==> src/rtl/cache_pkg.sv <==
// Shared defaults, derived-width helpers and the controller state encoding
// for the set-associative tag store with true-LRU replacement.
package cache_pkg;

   localparam int ADDR_W_DEF   = 12;
   localparam int OFFSET_W_DEF = 4;
   localparam int SETS_DEF     = 8;
   localparam int WAYS_DEF     = 4;

   function automatic int index_w(input int sets);
      return $clog2(sets);
   endfunction

   function automatic int way_w(input int ways);
      return $clog2(ways);
   endfunction

   function automatic int tag_w(input int addr_w, input int offset_w, input int sets);
      return addr_w - offset_w - $clog2(sets);
   endfunction

   typedef enum logic [1:0] {
      FLUSH,
      IDLE,
      LOOKUP,
      RESP
   } state_t;

endpackage

==> src/rtl/cache_lru_update.sv <==
// Combinational true-LRU age update: the accessed way becomes MRU (age 0) and
// every way younger than it ages by one, so the set stays a permutation.
module cache_lru_update
   import cache_pkg::*;
#(
   parameter int WAYS  = WAYS_DEF,
   parameter int WAY_W = way_w(WAYS)
)(
   input  logic [WAYS-1:0][WAY_W-1:0] i_age,
   input  logic [WAY_W-1:0]           i_way,
   output logic [WAYS-1:0][WAY_W-1:0] o_age
);

   logic [WAY_W-1:0] w_acc_age;

   always_comb begin
      o_age     = '0;
      w_acc_age = i_age[i_way];
      for (int unsigned w = 0; w < WAYS; w++) begin
         if (WAY_W'(w) == i_way)
            o_age[w] = '0;
         else if (i_age[w] < w_acc_age)
            o_age[w] = i_age[w] + 1'b1;
         else
            o_age[w] = i_age[w];
      end
   end

endmodule

==> src/rtl/cache_tag_lru.sv <==
// Tag store with LRU allocation: one lookup per three cycles, a registered
// single-cycle response, and a one-set-per-cycle invalidate sweep on reset/flush.
module cache_tag_lru
   import cache_pkg::*;
#(
   parameter  int ADDR_W   = ADDR_W_DEF,
   parameter  int OFFSET_W = OFFSET_W_DEF,
   parameter  int SETS     = SETS_DEF,
   parameter  int WAYS     = WAYS_DEF,
   localparam int INDEX_W  = index_w(SETS),
   localparam int WAY_W    = way_w(WAYS),
   localparam int TAG_W    = tag_w(ADDR_W, OFFSET_W, SETS)
)(
   input  logic              clk,
   input  logic              rst,
   input  logic              req_valid,
   output logic              req_ready,
   input  logic [ADDR_W-1:0] req_addr,
   input  logic              flush,
   output logic              busy,
   output logic              resp_valid,
   output logic              resp_hit,
   output logic [WAY_W-1:0]  resp_way,
   output logic              resp_victim_valid,
   output logic [TAG_W-1:0]  resp_victim_tag
);

   state_t                       r_state;
   logic [INDEX_W-1:0]           r_cnt;
   logic [INDEX_W-1:0]           r_req_idx;
   logic [TAG_W-1:0]             r_req_tag;
   logic                         r_resp_valid;
   logic                         r_resp_hit;
   logic [WAY_W-1:0]             r_resp_way;
   logic                         r_resp_vv;
   logic [TAG_W-1:0]             r_resp_vtag;

   logic [WAYS-1:0]              r_valid_mem [SETS];
   logic [WAYS-1:0][TAG_W-1:0]   r_tag_mem   [SETS];
   logic [WAYS-1:0][WAY_W-1:0]   r_age_mem   [SETS];

   logic [WAYS-1:0]              w_set_valid;
   logic [WAYS-1:0][TAG_W-1:0]   w_set_tag;
   logic [WAYS-1:0][WAY_W-1:0]   w_set_age;
   logic [WAYS-1:0][WAY_W-1:0]   w_age_new;
   logic                         w_hit;
   logic [WAY_W-1:0]             w_hit_way;
   logic                         w_inv_found;
   logic [WAY_W-1:0]             w_inv_way;
   logic [WAY_W-1:0]             w_lru_way;
   logic [WAY_W-1:0]             w_sel_way;
   logic                         w_victim_valid;
   logic [TAG_W-1:0]             w_victim_tag;
   logic                         w_unused_offset;

   assign w_unused_offset = ^req_addr[OFFSET_W-1:0];

   assign busy              = (r_state == FLUSH);
   assign req_ready         = (r_state == IDLE) && !flush;
   assign resp_valid        = r_resp_valid;
   assign resp_hit          = r_resp_hit;
   assign resp_way          = r_resp_way;
   assign resp_victim_valid = r_resp_vv;
   assign resp_victim_tag   = r_resp_vtag;

   // The addressed set is held stable from LOOKUP through RESP, so the same
   // read feeds both the compare and the closing-edge age update.
   assign w_set_valid = r_valid_mem[r_req_idx];
   assign w_set_tag   = r_tag_mem[r_req_idx];
   assign w_set_age   = r_age_mem[r_req_idx];

   always_comb begin
      w_hit       = 1'b0;
      w_hit_way   = '0;
      w_inv_found = 1'b0;
      w_inv_way   = '0;
      w_lru_way   = '0;
      for (int unsigned w = 0; w < WAYS; w++) begin
         if (w_set_valid[w] && (w_set_tag[w] == r_req_tag)) begin
            w_hit     = 1'b1;
            w_hit_way = WAY_W'(w);
         end
         if (!w_set_valid[w] && !w_inv_found) begin
            w_inv_found = 1'b1;
            w_inv_way   = WAY_W'(w);
         end
         if (w_set_age[w] == WAY_W'(WAYS - 1))
            w_lru_way = WAY_W'(w);
      end
      w_sel_way      = w_hit ? w_hit_way : (w_inv_found ? w_inv_way : w_lru_way);
      w_victim_valid = !w_hit && w_set_valid[w_sel_way];
      w_victim_tag   = w_victim_valid ? w_set_tag[w_sel_way] : '0;
   end

   cache_lru_update #(
      .WAYS  (WAYS),
      .WAY_W (WAY_W)
   ) u_lru (
      .i_age (w_set_age),
      .i_way (r_resp_way),
      .o_age (w_age_new)
   );

   always_ff @(posedge clk) begin
      if (rst) begin
         r_state      <= FLUSH;
         r_cnt        <= '0;
         r_req_idx    <= '0;
         r_req_tag    <= '0;
         r_resp_valid <= 1'b0;
         r_resp_hit   <= 1'b0;
         r_resp_way   <= '0;
         r_resp_vv    <= 1'b0;
         r_resp_vtag  <= '0;
      end else begin
         r_resp_valid <= 1'b0;
         r_resp_hit   <= 1'b0;
         r_resp_way   <= '0;
         r_resp_vv    <= 1'b0;
         r_resp_vtag  <= '0;
         case (r_state)
            FLUSH: begin
               r_valid_mem[r_cnt] <= '0;
               for (int unsigned w = 0; w < WAYS; w++)
                  r_age_mem[r_cnt][w] <= WAY_W'(w);
               if (r_cnt == INDEX_W'(SETS - 1))
                  r_state <= IDLE;
               else
                  r_cnt <= r_cnt + 1'b1;
            end
            IDLE: begin
               if (flush) begin
                  r_state <= FLUSH;
                  r_cnt   <= '0;
               end else if (req_valid) begin
                  r_req_idx <= req_addr[OFFSET_W+INDEX_W-1:OFFSET_W];
                  r_req_tag <= req_addr[ADDR_W-1:OFFSET_W+INDEX_W];
                  r_state   <= LOOKUP;
               end
            end
            LOOKUP: begin
               r_resp_valid <= 1'b1;
               r_resp_hit   <= w_hit;
               r_resp_way   <= w_sel_way;
               r_resp_vv    <= w_victim_valid;
               r_resp_vtag  <= w_victim_tag;
               r_state      <= RESP;
            end
            RESP: begin
               r_age_mem[r_req_idx] <= w_age_new;
               if (!r_resp_hit) begin
                  r_valid_mem[r_req_idx][r_resp_way] <= 1'b1;
                  r_tag_mem[r_req_idx][r_resp_way]   <= r_req_tag;
               end
               r_state <= IDLE;
            end
            default: r_state <= FLUSH;
         endcase
      end
   end

endmodule

==> config.mk <==
export PLATFORM = sky130hd
export DESIGN_NAME = cache_tag_lru
export DESIGN_NICKNAME = d
export VERILOG_FILES = /design/src/rtl/cache_pkg.sv /design/src/rtl/cache_lru_update.sv /design/src/rtl/cache_tag_lru.sv
export SDC_FILE = /design/constraint.sdc
export NUM_CORES = 1
export LEC_CHECK = 0
export CORE_ASPECT_RATIO = 0.9
export CORE_UTILIZATION = 38
export CTS_CLUSTER_DIAMETER = 60
export DETAILED_ROUTE_END_ITERATION = 10
export GPL_ROUTABILITY_DRIVEN = 0
export HOLD_SLACK_MARGIN = 0.15
export SETUP_SLACK_MARGIN = 0.1
export SYNTH_ARGS = -nofsm -noshare
export SYNTH_HDL_FRONTEND = slang
export SYNTH_SLANG_ARGS = --single-unit
==> constraint.sdc <==
create_clock -name clk -period 3.6 [get_ports clk]
set_input_delay 0.72 -clock clk [delete_from_list [all_inputs] [get_ports clk]]
set_output_delay 0.72 -clock clk [all_outputs]
set_load 0.005 [all_outputs]
* Word-level counts from Yosys, hierarchy flattened
Memories as Yosys holds them, arrays and structs flattened. A register that Yosys moved wholly into a read port is not among the register bits.
Index checks and enable logic that the tools add are counted.
** Storage, ports and cells
- Bits in registers :: 23
- Bits in writable memories :: 256
- Output and inout bits :: 12
- Logic and storage cells :: 140
- Memories kept :: 3
** Memories
- r_tag_mem :: words 8, bits a word 20, rd ports 1, clocked after Yosys merged registers in 1, write ports 1, RTL line cache_tag_lru.sv:39 : logic [WAYS-1:0][TAG_W-1:0] r_tag_mem [SETS];
- r_age_mem :: words 8, bits a word 8, rd ports 1, clocked after Yosys merged registers in 1, write ports 1, RTL line cache_tag_lru.sv:40 : logic [WAYS-1:0][WAY_W-1:0] r_age_mem [SETS];
- r_valid_mem :: words 8, bits a word 4, rd ports 1, clocked after Yosys merged registers in 1, write ports 1, RTL line cache_tag_lru.sv:38 : logic [WAYS-1:0] r_valid_mem [SETS];
** Operators by class
- Add/sub/neg operators :: 5
- Order comparisons :: 7
- Equality and inequality tests :: 18
- Muxes and demuxes :: 68
- Bitwise gates (word level) :: 3
- Reductions and logical operators :: 27
** Operator list (count)
- $mux W2 :: 20
- $mux W3 :: 10
- $mux W1 :: 24
- $eq A5 B5 Y1 :: 4
- $mux W20 :: 1
- $mux W4 :: 3
- $bmux W5 S2 :: 1
- $demux W5 S2 :: 1
- $eq A2 B2 Y1 const B :: 5
- $logic_and A1 B1 Y1 :: 10
- $mux W5 :: 2
- $add A2 B1 Y2 const B :: 4
- $lt A2 B2 Y1 :: 4
- $mux W8 :: 1
- $pmux W2 S4 :: 1
- $reduce_or A8 Y1 :: 1
- $logic_not A1 Y1 :: 7
- $lt A2 B3 Y1 const B :: 2
- $pmux W3 S2 :: 1
- $reduce_and A3 Y1 :: 2
- $bmux W2 S2 :: 1
- $eq A2 B2 Y1 const A :: 2
- $logic_not A2 Y1 :: 2
- $ne A2 B2 Y1 const B :: 2
- 15 further kinds :: 17

* Longest topological paths before layout
Gate-level depths: netlist of run 1.
- Word-level depth :: 16
- Gate-level depth with buffers :: 16

* By module
Synthesis of run 1 repeated with hierarchy kept, for this count alone.
** Second synthesis, totals
- Cell total of the unflattened synthesis :: 806
- Area total of the unflattened synthesis :: 12459.4 um2
** By module, submodules not included
- cache_tag_lru :: times used 1, cells each 771, area each 12160.4 um2, seq. area each 8207.9 um2
- cache_lru_update :: times used 1, cells each 35, area each 299.0 um2, seq. area each 0.0 um2

* Least setup slack after synthesis of run 1
No wires, ideal clock.
- Path type :: reg-to-reg
- Start :: register with a tool-made name
- End :: memory r_age_mem[0][4] (netlist bit), data pin
- Setup time :: 0.277 ns
- Arrival time :: 3.417 ns
- Data required time :: 3.323 ns
- Path slack :: -0.094 ns
- Cell stages (with the launch flop) :: 13
- Buffers on the path :: 3
- Clock period less this slack :: 3.694 ns
- Cell sequence :: dfxtp_1 buf_6 buf_6 buf_2 mux4_2 mux2_2 mux4_2 inv_1 ha_1 o21ai_0 nand2b_1 or2_2 a211oi_1
** RTL lines (RTL line)
- to (decl) :: cache_tag_lru.sv:40

==> results of run 1 <==
-- sequential cells by signal, indices dropped and copies added, names as in the netlist, 2 cells and up, named ones only --
| register | flops |
|---|---|
| resp_way | 2 |
| r_state | 2 |
| r_age_mem | 64 |
| r_req_idx | 3 |
| r_tag_mem | 160 |
| r_cnt | 3 |
| resp_victim_tag | 5 |
| r_req_tag | 5 |
| r_valid_mem | 32 |
-- how the worst max path moves through the flow --
| stage | startpoint | end | slack (ps) | depth (start not counted) |
|---|---|---|---|---|
| after floorplan | flop | r_age_mem[0][4] | 200 | 12 |
| after global placement | flop | r_age_mem[6][2] | 30 | 9 |
| after detailed placement | flop | r_age_mem[0][2] | -10 | 9 |
| after CTS | flop | r_age_mem[5][7] | 150 | 10 |
| after global routing | flop | resp_victim_tag[1] | 100 | 12 |
| final | flop | resp_victim_tag[3] | 240 | 12 |
-- synth_stat cells, types with 3 or more instances --
cell type / count
a211oi_1: 3
a21oi_1: 30
a221oi_1: 3
a221oi_2: 6
a22o_1: 10
a22oi_1: 10
and2_1: 4
and3_1: 4
buf_2: 4
buf_6: 16
clkbuf_1: 13
dfxtp_1: 26
edfxtp_1: 256
ha_1: 14
inv_1: 10
mux2_2: 25
mux2i_1: 74
mux2i_4: 3
mux4_2: 26
nand2_1: 40
nand2b_1: 12
nand3_1: 16
nand3b_1: 3
nor2_1: 97
nor2b_1: 13
nor3_1: 12
nor3b_1: 6
o21a_1: 4
o21ai_0: 19
o22ai_1: 7
or2_2: 3
or3_1: 4
xnor2_1: 9
xor2_1: 3
-- area by class of cell --
class	instances	share of cell area
clock buffers	39	0.0588
clock inverters	17	0.00792
inverters	10	0.00261
multi-input cells	496	0.275
flip-flops and latches	282	0.571
well taps	416	0.0362
repair buffers	80	0.0486
-- repair_timing --
action,CTS,global route
gates resized for setup,4,5
setup endpoints to repair,61,43
buffers inserted,4,0
endpoints found under the hold margin,0,0
-- worst min-delay path: cells and delay by family, from the launching register on --
kind	cells	cell delay, ps
flip-flops	1	330
AND/OR/NAND/NOR	1	70
AO/OA/AOI/OAI	1	50
-- per-layer routing --
| layer | GRT usage | up-vias | share of wire |
|---|---|---|---|
| li1 | - | 3328 | - |
| met1 | 0.255 | 3581 | 0.47 |
| met2 | 0.257 | 207 | 0.45 |
| met3 | 0.0264 | 35 | 0.059 |
| met4 | 0.0352 | 0 | 0.016 |
| met5 | 0 | - | 0 |
-- logic make-up (layout without fill, tap and decap cells) --
logic type,after synthesis,in the layout
flops,282,282
simple gates,225,225
mux,131,131
compound gates,114,114
buf+inv,48,146
fa+ha+maj,14,14
xor+xnor,12,12
-- metrics by stage --
| stage | total power [mW] | setup slack (ps) | TNS (ps) | instance area [sq um] | util |
|---|---|---|---|---|---|
| 2_1_floorplan | 4.44 | 195 | 0 | 12500 | - |
| 3_3_place_gp | 4.75 | 28.4 | 0 | 13400 | 0.416 |
| 3_5_place_dp | 4.76 | -12.3 | -239 | 13400 | 0.416 |
| 4_1_cts | 7.69 | 147 | 0 | 14400 | 0.448 |
| 5_1_grt | 7.93 | 97.4 | 0 | 14400 | 0.448 |
| 6_report | 7.63 | 242 | 0 | 14400 | 0.448 |
-- power by group --
part | internal (mW) | switching [mW]
logic | 0.404 | 0.576
registers | 3.66 | 0.0619
clock network | 1.72 | 1.21
total | 5.78 | 1.85
==> results by group, run 1 <==
Final layout
  – Most common cell after layout, fill and taps aside: edfxtp_1
  – Area Overhead vs Synth: 15.2%
  – Non-Filler Instances: 1,340
  – Layout cells sized above 1: 0.202
  – Multi-input combinational cell area: 3950 sq um
  – Most frequent cells in the layout: edfxtp_1, nor2_1, mux2i_1
  – Layout fillers: 2,895
  – Layout Nets: 930
  – Seq. cell area: 8220 sq um
  – Diode count: 0

Detailed routing
  – Via Count: 7,151
  – Drc violations: 2
  – Via/cell ratio: 5.34
  – Wirelength, routed: 28,000 um
  – DRT Pass-1 Iters: 8
  – Initial DRC Count: 627
  – DR WL/cell: 20.9 um
  – Routed Antenna Nets: 0

Synthesis
  – Yosys cell types: 64
  – Post-synth top flop: edfxtp_1
  – Register area share after synthesis: 0.658
  – Complex-gate fraction of the synthesized area: 0.0664
  – Largest family of logic cells by synthesized area: multiplexers
  – Async S/R FF share, synth: 0
  – Post-Syn Instances: 826
  – Simple-gate area share of the yosys netlist: 0.0867
  – Ranking of synthesized cells by area: edfxtp_1, mux2i_1, mux4_2
  – Post-synth design cell area: 12,500 sq um
  – Synth Area in Adders: 0.0140
  – Synth Area in XOR/XNOR: 0.00842
  – Synth top area share: 0.616
  – Leading area contributor after synthesis: edfxtp_1
  – Number of enable flip-flop cells after synthesis: 256
  – Synth Warn #: 0
  – Synth Register Bits: 282
  – Synthesized Nets: 856
  – Post-Syn Area per Cell: 15.1 sq um
  – Mux contribution to synthesized area: 0.139

Clocking
  – Clock latency on the worst-skew pair: 540 ps
  – Htree depth: 1
  – Num CTS Buffers: 30
  – Clock Sinks: 282
  – Clk slew on worst S/H paths: 60 ps
  – CTS tree: yes
  – Root Buffer: clkbuf_16
  – Clock buffer depth: 3
  – CTS Hold Bufs: 0

Power and ir drop
  – Pwr/cell area: 530 nW/um^2
  – Pleak: 4.37 nW
  – Max VDD drop: 0.355 mV

STA
  – Max frequency: 298 MHz
  – Rel. slew slack: 0.279
  – Period utilisation layout: 0.933
  – Final Hold Fails: 0
  – Hold WS: 508 ps
  – Worst Max-Slew Pin Slew: 1080 ps
  – RSZ-0062 raised after global routing: yes
  – Min Clock Period, post-route: 3360 ps
  – Final Max Tran Viols: 0
  – Final setup violation count: 0
  – Clock Skews: 11.3 ps

Critical path
  – Crit path max-delay family: compound AO/OA/AOI/OAI gates
  – Reg2Reg Depth: 12
  – Critical path startpoint category: flop
  – Buf+Inv Stages, Crit Path: 1
  – Worst r2r dst: resp_victim_tag[3]
  – CP Class: reg2reg
  – Peak per-stage delay on the critical path: 510 ps
  – Worst EP arrival: 3780 ps
  – CP max FO: 12
  – Setup crit end kind: flop
  – R2R setup slack: 240 ps
  – Slowest CP cell: mux4_2
  – Crit path cell chain: buf_12 -> mux4_2 -> mux2_2 -> ha_1 -> a21o_1 -> o21ba_1 -> o21bai_2 -> a31oi_2 -> o21ai_4 -> nand2_2 -> a221o_1 -> a221oi_1
  – Worst EP required: 4020 ps

Min path
  – Worst hold stages: 2
  – Hold Path Origin: r_state[1]
  – Hold Crit Endpoint: r_state[1]
  – HP Class: reg2reg

Place
  – I/O Buffers: 23
  – DP HPWL: 19,100 um
  – Placed insts: 1,280

Floorplanning
  – Die W: 193 um
  – Core Box Area: 32,100 sq um
  – Cell Rows: 62
  – Starting Density: 0.389
  – Die Area: 33,600 sq um
  – Die height: 174 um
  – Top Ports: 28

Global route
  – Largest net degree at the start of global routing: 37
  – GRT Util Overall: 0.169
  – Grt total ovfl: 0
  – First-pass GRT wire length: 42,500 um
  – Initial antenna violation count: 0
  – Vias in the first global route: 6,907

Job
  – Max-cap violations: 0

Run status
  – Status: complete, but fails checks
  – Failing checks: DRC
Power figures use the tool's default switching activity.
==> run 2: changes to the inputs <==
--- a/config.mk
+++ b/config.mk
@@ -9,6 +9,7 @@
 export CORE_UTILIZATION = 38
 export CTS_CLUSTER_DIAMETER = 60
 export DETAILED_ROUTE_END_ITERATION = 10
+export DONT_BUFFER_PORTS = 1
 export GPL_ROUTABILITY_DRIVEN = 0
 export HOLD_SLACK_MARGIN = 0.15
 export SETUP_SLACK_MARGIN = 0.1
==> results by group, run 2 (synthesized netlist as in run 1, its figures left out) <==
Detailed routing
  – Initial DRC Count: 476 (-24%)
  – DRT Pass-1 Iters: 8 (unchanged)
  – Drc violations: 2 (unchanged)
  – Via/cell ratio: 5.36 (+0.50%)
  – Wirelength, routed: 28,400 um (+1.4%)
  – DR WL/cell: 21.6 um (+3.3%)
  – Routed Antenna Nets: 0 (unchanged)
  – Via Count: 7,058 (-1.3%)

Critical path
  – Crit path cell chain: buf_12 -> mux4_2 -> mux2_2 -> mux4_2 -> inv_1 -> ha_1 -> o21ai_0 -> nand2b_1 -> buf_4 -> or2_2 -> a211oi_2 -> buf_4
  – Crit path max-delay family: multiplexers
  – CP Class: reg2reg
  – Worst EP required: 4000 ps (-20 ps)
  – Setup crit end kind: flop
  – Worst r2r dst: r_age_mem[4][4]
  – Peak per-stage delay on the critical path: 490 ps (-20 ps)
  – Critical path startpoint category: flop
  – Worst EP arrival: 3740 ps (-40 ps)
  – Reg2Reg Depth: 12 (unchanged)
  – Critical path destination: r_age_mem[4][4]
  – R2R setup slack: 270 ps (+20 ps)
  – Slowest CP cell: mux4_2
  – Number of cells on the critical path: 12 (unchanged)
  – Buf+Inv Stages, Crit Path: 4 (+3)
  – CP max FO: 10 (-2)

Global route
  – First-pass GRT wire length: 43,500 um (+2.4%)
  – GRT Util Overall: 0.174 (+0.00434)
  – Largest net degree at the start of global routing: 36 (-2.7%)
  – Vias in the first global route: 7,104 (+2.9%)
  – Grt total ovfl: 0 (unchanged)
  – Initial antenna violation count: 0 (unchanged)

Final layout
  – Fin util: 0.444 (-0.00417)
  – Seq. cell area: 8220 sq um (unchanged)
  – Multi-input combinational cell area: 3960 sq um (+0.19%)
  – Layout Nets: 906 (-2.6%)
  – Top reg by flops: r_tag_mem
  – Layout fillers: 2,855 (-1.4%)
  – Max reg flops: 160 (unchanged)
  – Most frequent cells in the layout: edfxtp_1, nor2_1, mux2i_1
  – Area Overhead vs Synth: 14.2%
  – Diode count: 0 (unchanged)
  – Final instance area: 14,200 sq um (-0.93%)
  – Biggest regs: r_tag_mem x160, r_age_mem x64, r_valid_mem x32
  – Layout cells sized above 1: 0.208 (+0.00540)
  – Most common cell after layout, fill and taps aside: edfxtp_1

STA
  – Max frequency: 300 MHz (+0.71%)
  – Worst Max-Slew Pin Slew: 910 ps (-168 ps)
  – Final Hold Fails: 0 (unchanged)
  – RSZ-0062 raised after global routing: yes
  – Min Clock Period, post-route: 3330 ps (-23.6 ps)
  – Final Max Tran Viols: 0 (unchanged)
  – Period utilisation layout: 0.926 (-0.00654)
  – Final setup violation count: 0 (unchanged)
  – Hold WS: 245 ps (-263 ps)
  – Worst setup margin: 265 ps (+23.6 ps)
  – Clock Skews: 11.3 ps (+0.0650 ps)
  – Rel. slew slack: 0.393 (+0.114)

Clocking
  – Htree depth: 1 (unchanged)
  – Clk slew on worst S/H paths: 60 ps (about the same)
  – CTS Hold Bufs: 0 (unchanged)
  – Num CTS Buffers: 30 (unchanged)
  – Clock buffer depth: 3 (unchanged)
  – CTS tree: yes
  – Clock latency on the worst-skew pair: 550 ps (about the same)
  – Clock Sinks: 282 (unchanged)
  – Root Buffer: clkbuf_16

Floorplanning
  – Starting Density: 0.389 (unchanged)
  – Die height: 174 um (unchanged)
  – Die Area: 33,600 sq um (unchanged)
  – Core Box Area: 32,100 sq um (unchanged)
  – Cell Rows: 62 (unchanged)
  – Die W: 193 um (unchanged)
  – Top Ports: 28 (unchanged)

Run status
  – Status: complete, but fails checks
  – Failing checks: DRC

Place
  – Pre-CTS setup slack: -113 ps (-100 ps)
  – Placed instance area: 13,200 sq um (-1.6%)
  – I/O Buffers: 0 (-100%)
  – DP HPWL: 19,300 um (+0.89%)

Min path
  – HP Class: in2reg
  – Hold Path Origin: rst

Power and ir drop
  – Pwr/cell area: 551 nW/um^2 (+3.9%)
  – Pleak: 4.34 nW (-0.82%)
  – Max VDD drop: 0.358 mV (+1.0%)

Job
  – Max-cap violations: 0 (unchanged)
run 2: changes by cell type in the layout (fill, tap and decap cells not counted), moves of 2 or more:
cell,change
clkinv_1,-3
buf_4,-3
clkbuf_1,+2
bufinv_16,+4
buf_12,+2
clkdlybuf4s50_1,-23
clkbuf_8,-4
run 2: layout make-up:
type | instances | area share
timing repair buffer | 56 | 0.0342
clock inverter | 19 | 0.0163
clock buffer | 37 | 0.0560
multi-input combinational | 496 | 0.278
tap | 416 | 0.0365
sequential | 282 | 0.577
inverter | 10 | 0.00263
run 2: per-layer routing:
metal,vias up,GRT usage,share of wire
li1,3281,-,-
met1,3555,0.257,0.47
met2,184,0.265,0.46
met3,38,0.0303,0.059
met4,0,0.0400,0.018
met5,-,0,0
run 2: how the worst min path moves through the flow:
stage	end	slack (ps)	cells past startpoint
after detailed placement	r_state[1]	490	2
final	r_state[1]	240	1
after global placement	r_state[1]	490	2
after global routing	r_cnt[2]	220	1
after floorplan	r_state[1]	480	2
after CTS	r_req_tag[2]	220	1
run 2: timing repair:
| action | 4_1_cts | 5_1_grt |
|---|---|---|
| pin swaps | 0 | 0 |
| buffers inserted | 4 | 0 |
| resized for setup | 8 | 1 |
| endpoints found under the setup margin | 62 | 2 |
run 2: power breakdown:
group	switching [mW]	leakage, nW	internal [mW]
Clock	1.24	0.508	1.94
Combinational	0.564	1.50	0.385
Sequential	0.0658	2.33	3.66
run 2: metrics by stage:
stage,power (mW),setup TNS (ps),std cells
2_1_floorplan,4.44,0,826
6_report,7.85,0,1316
4_1_cts,7.91,0,1316
3_5_place_dp,4.73,-1320,1256
3_3_place_gp,4.71,0,1256
5_1_grt,8.13,0,1316
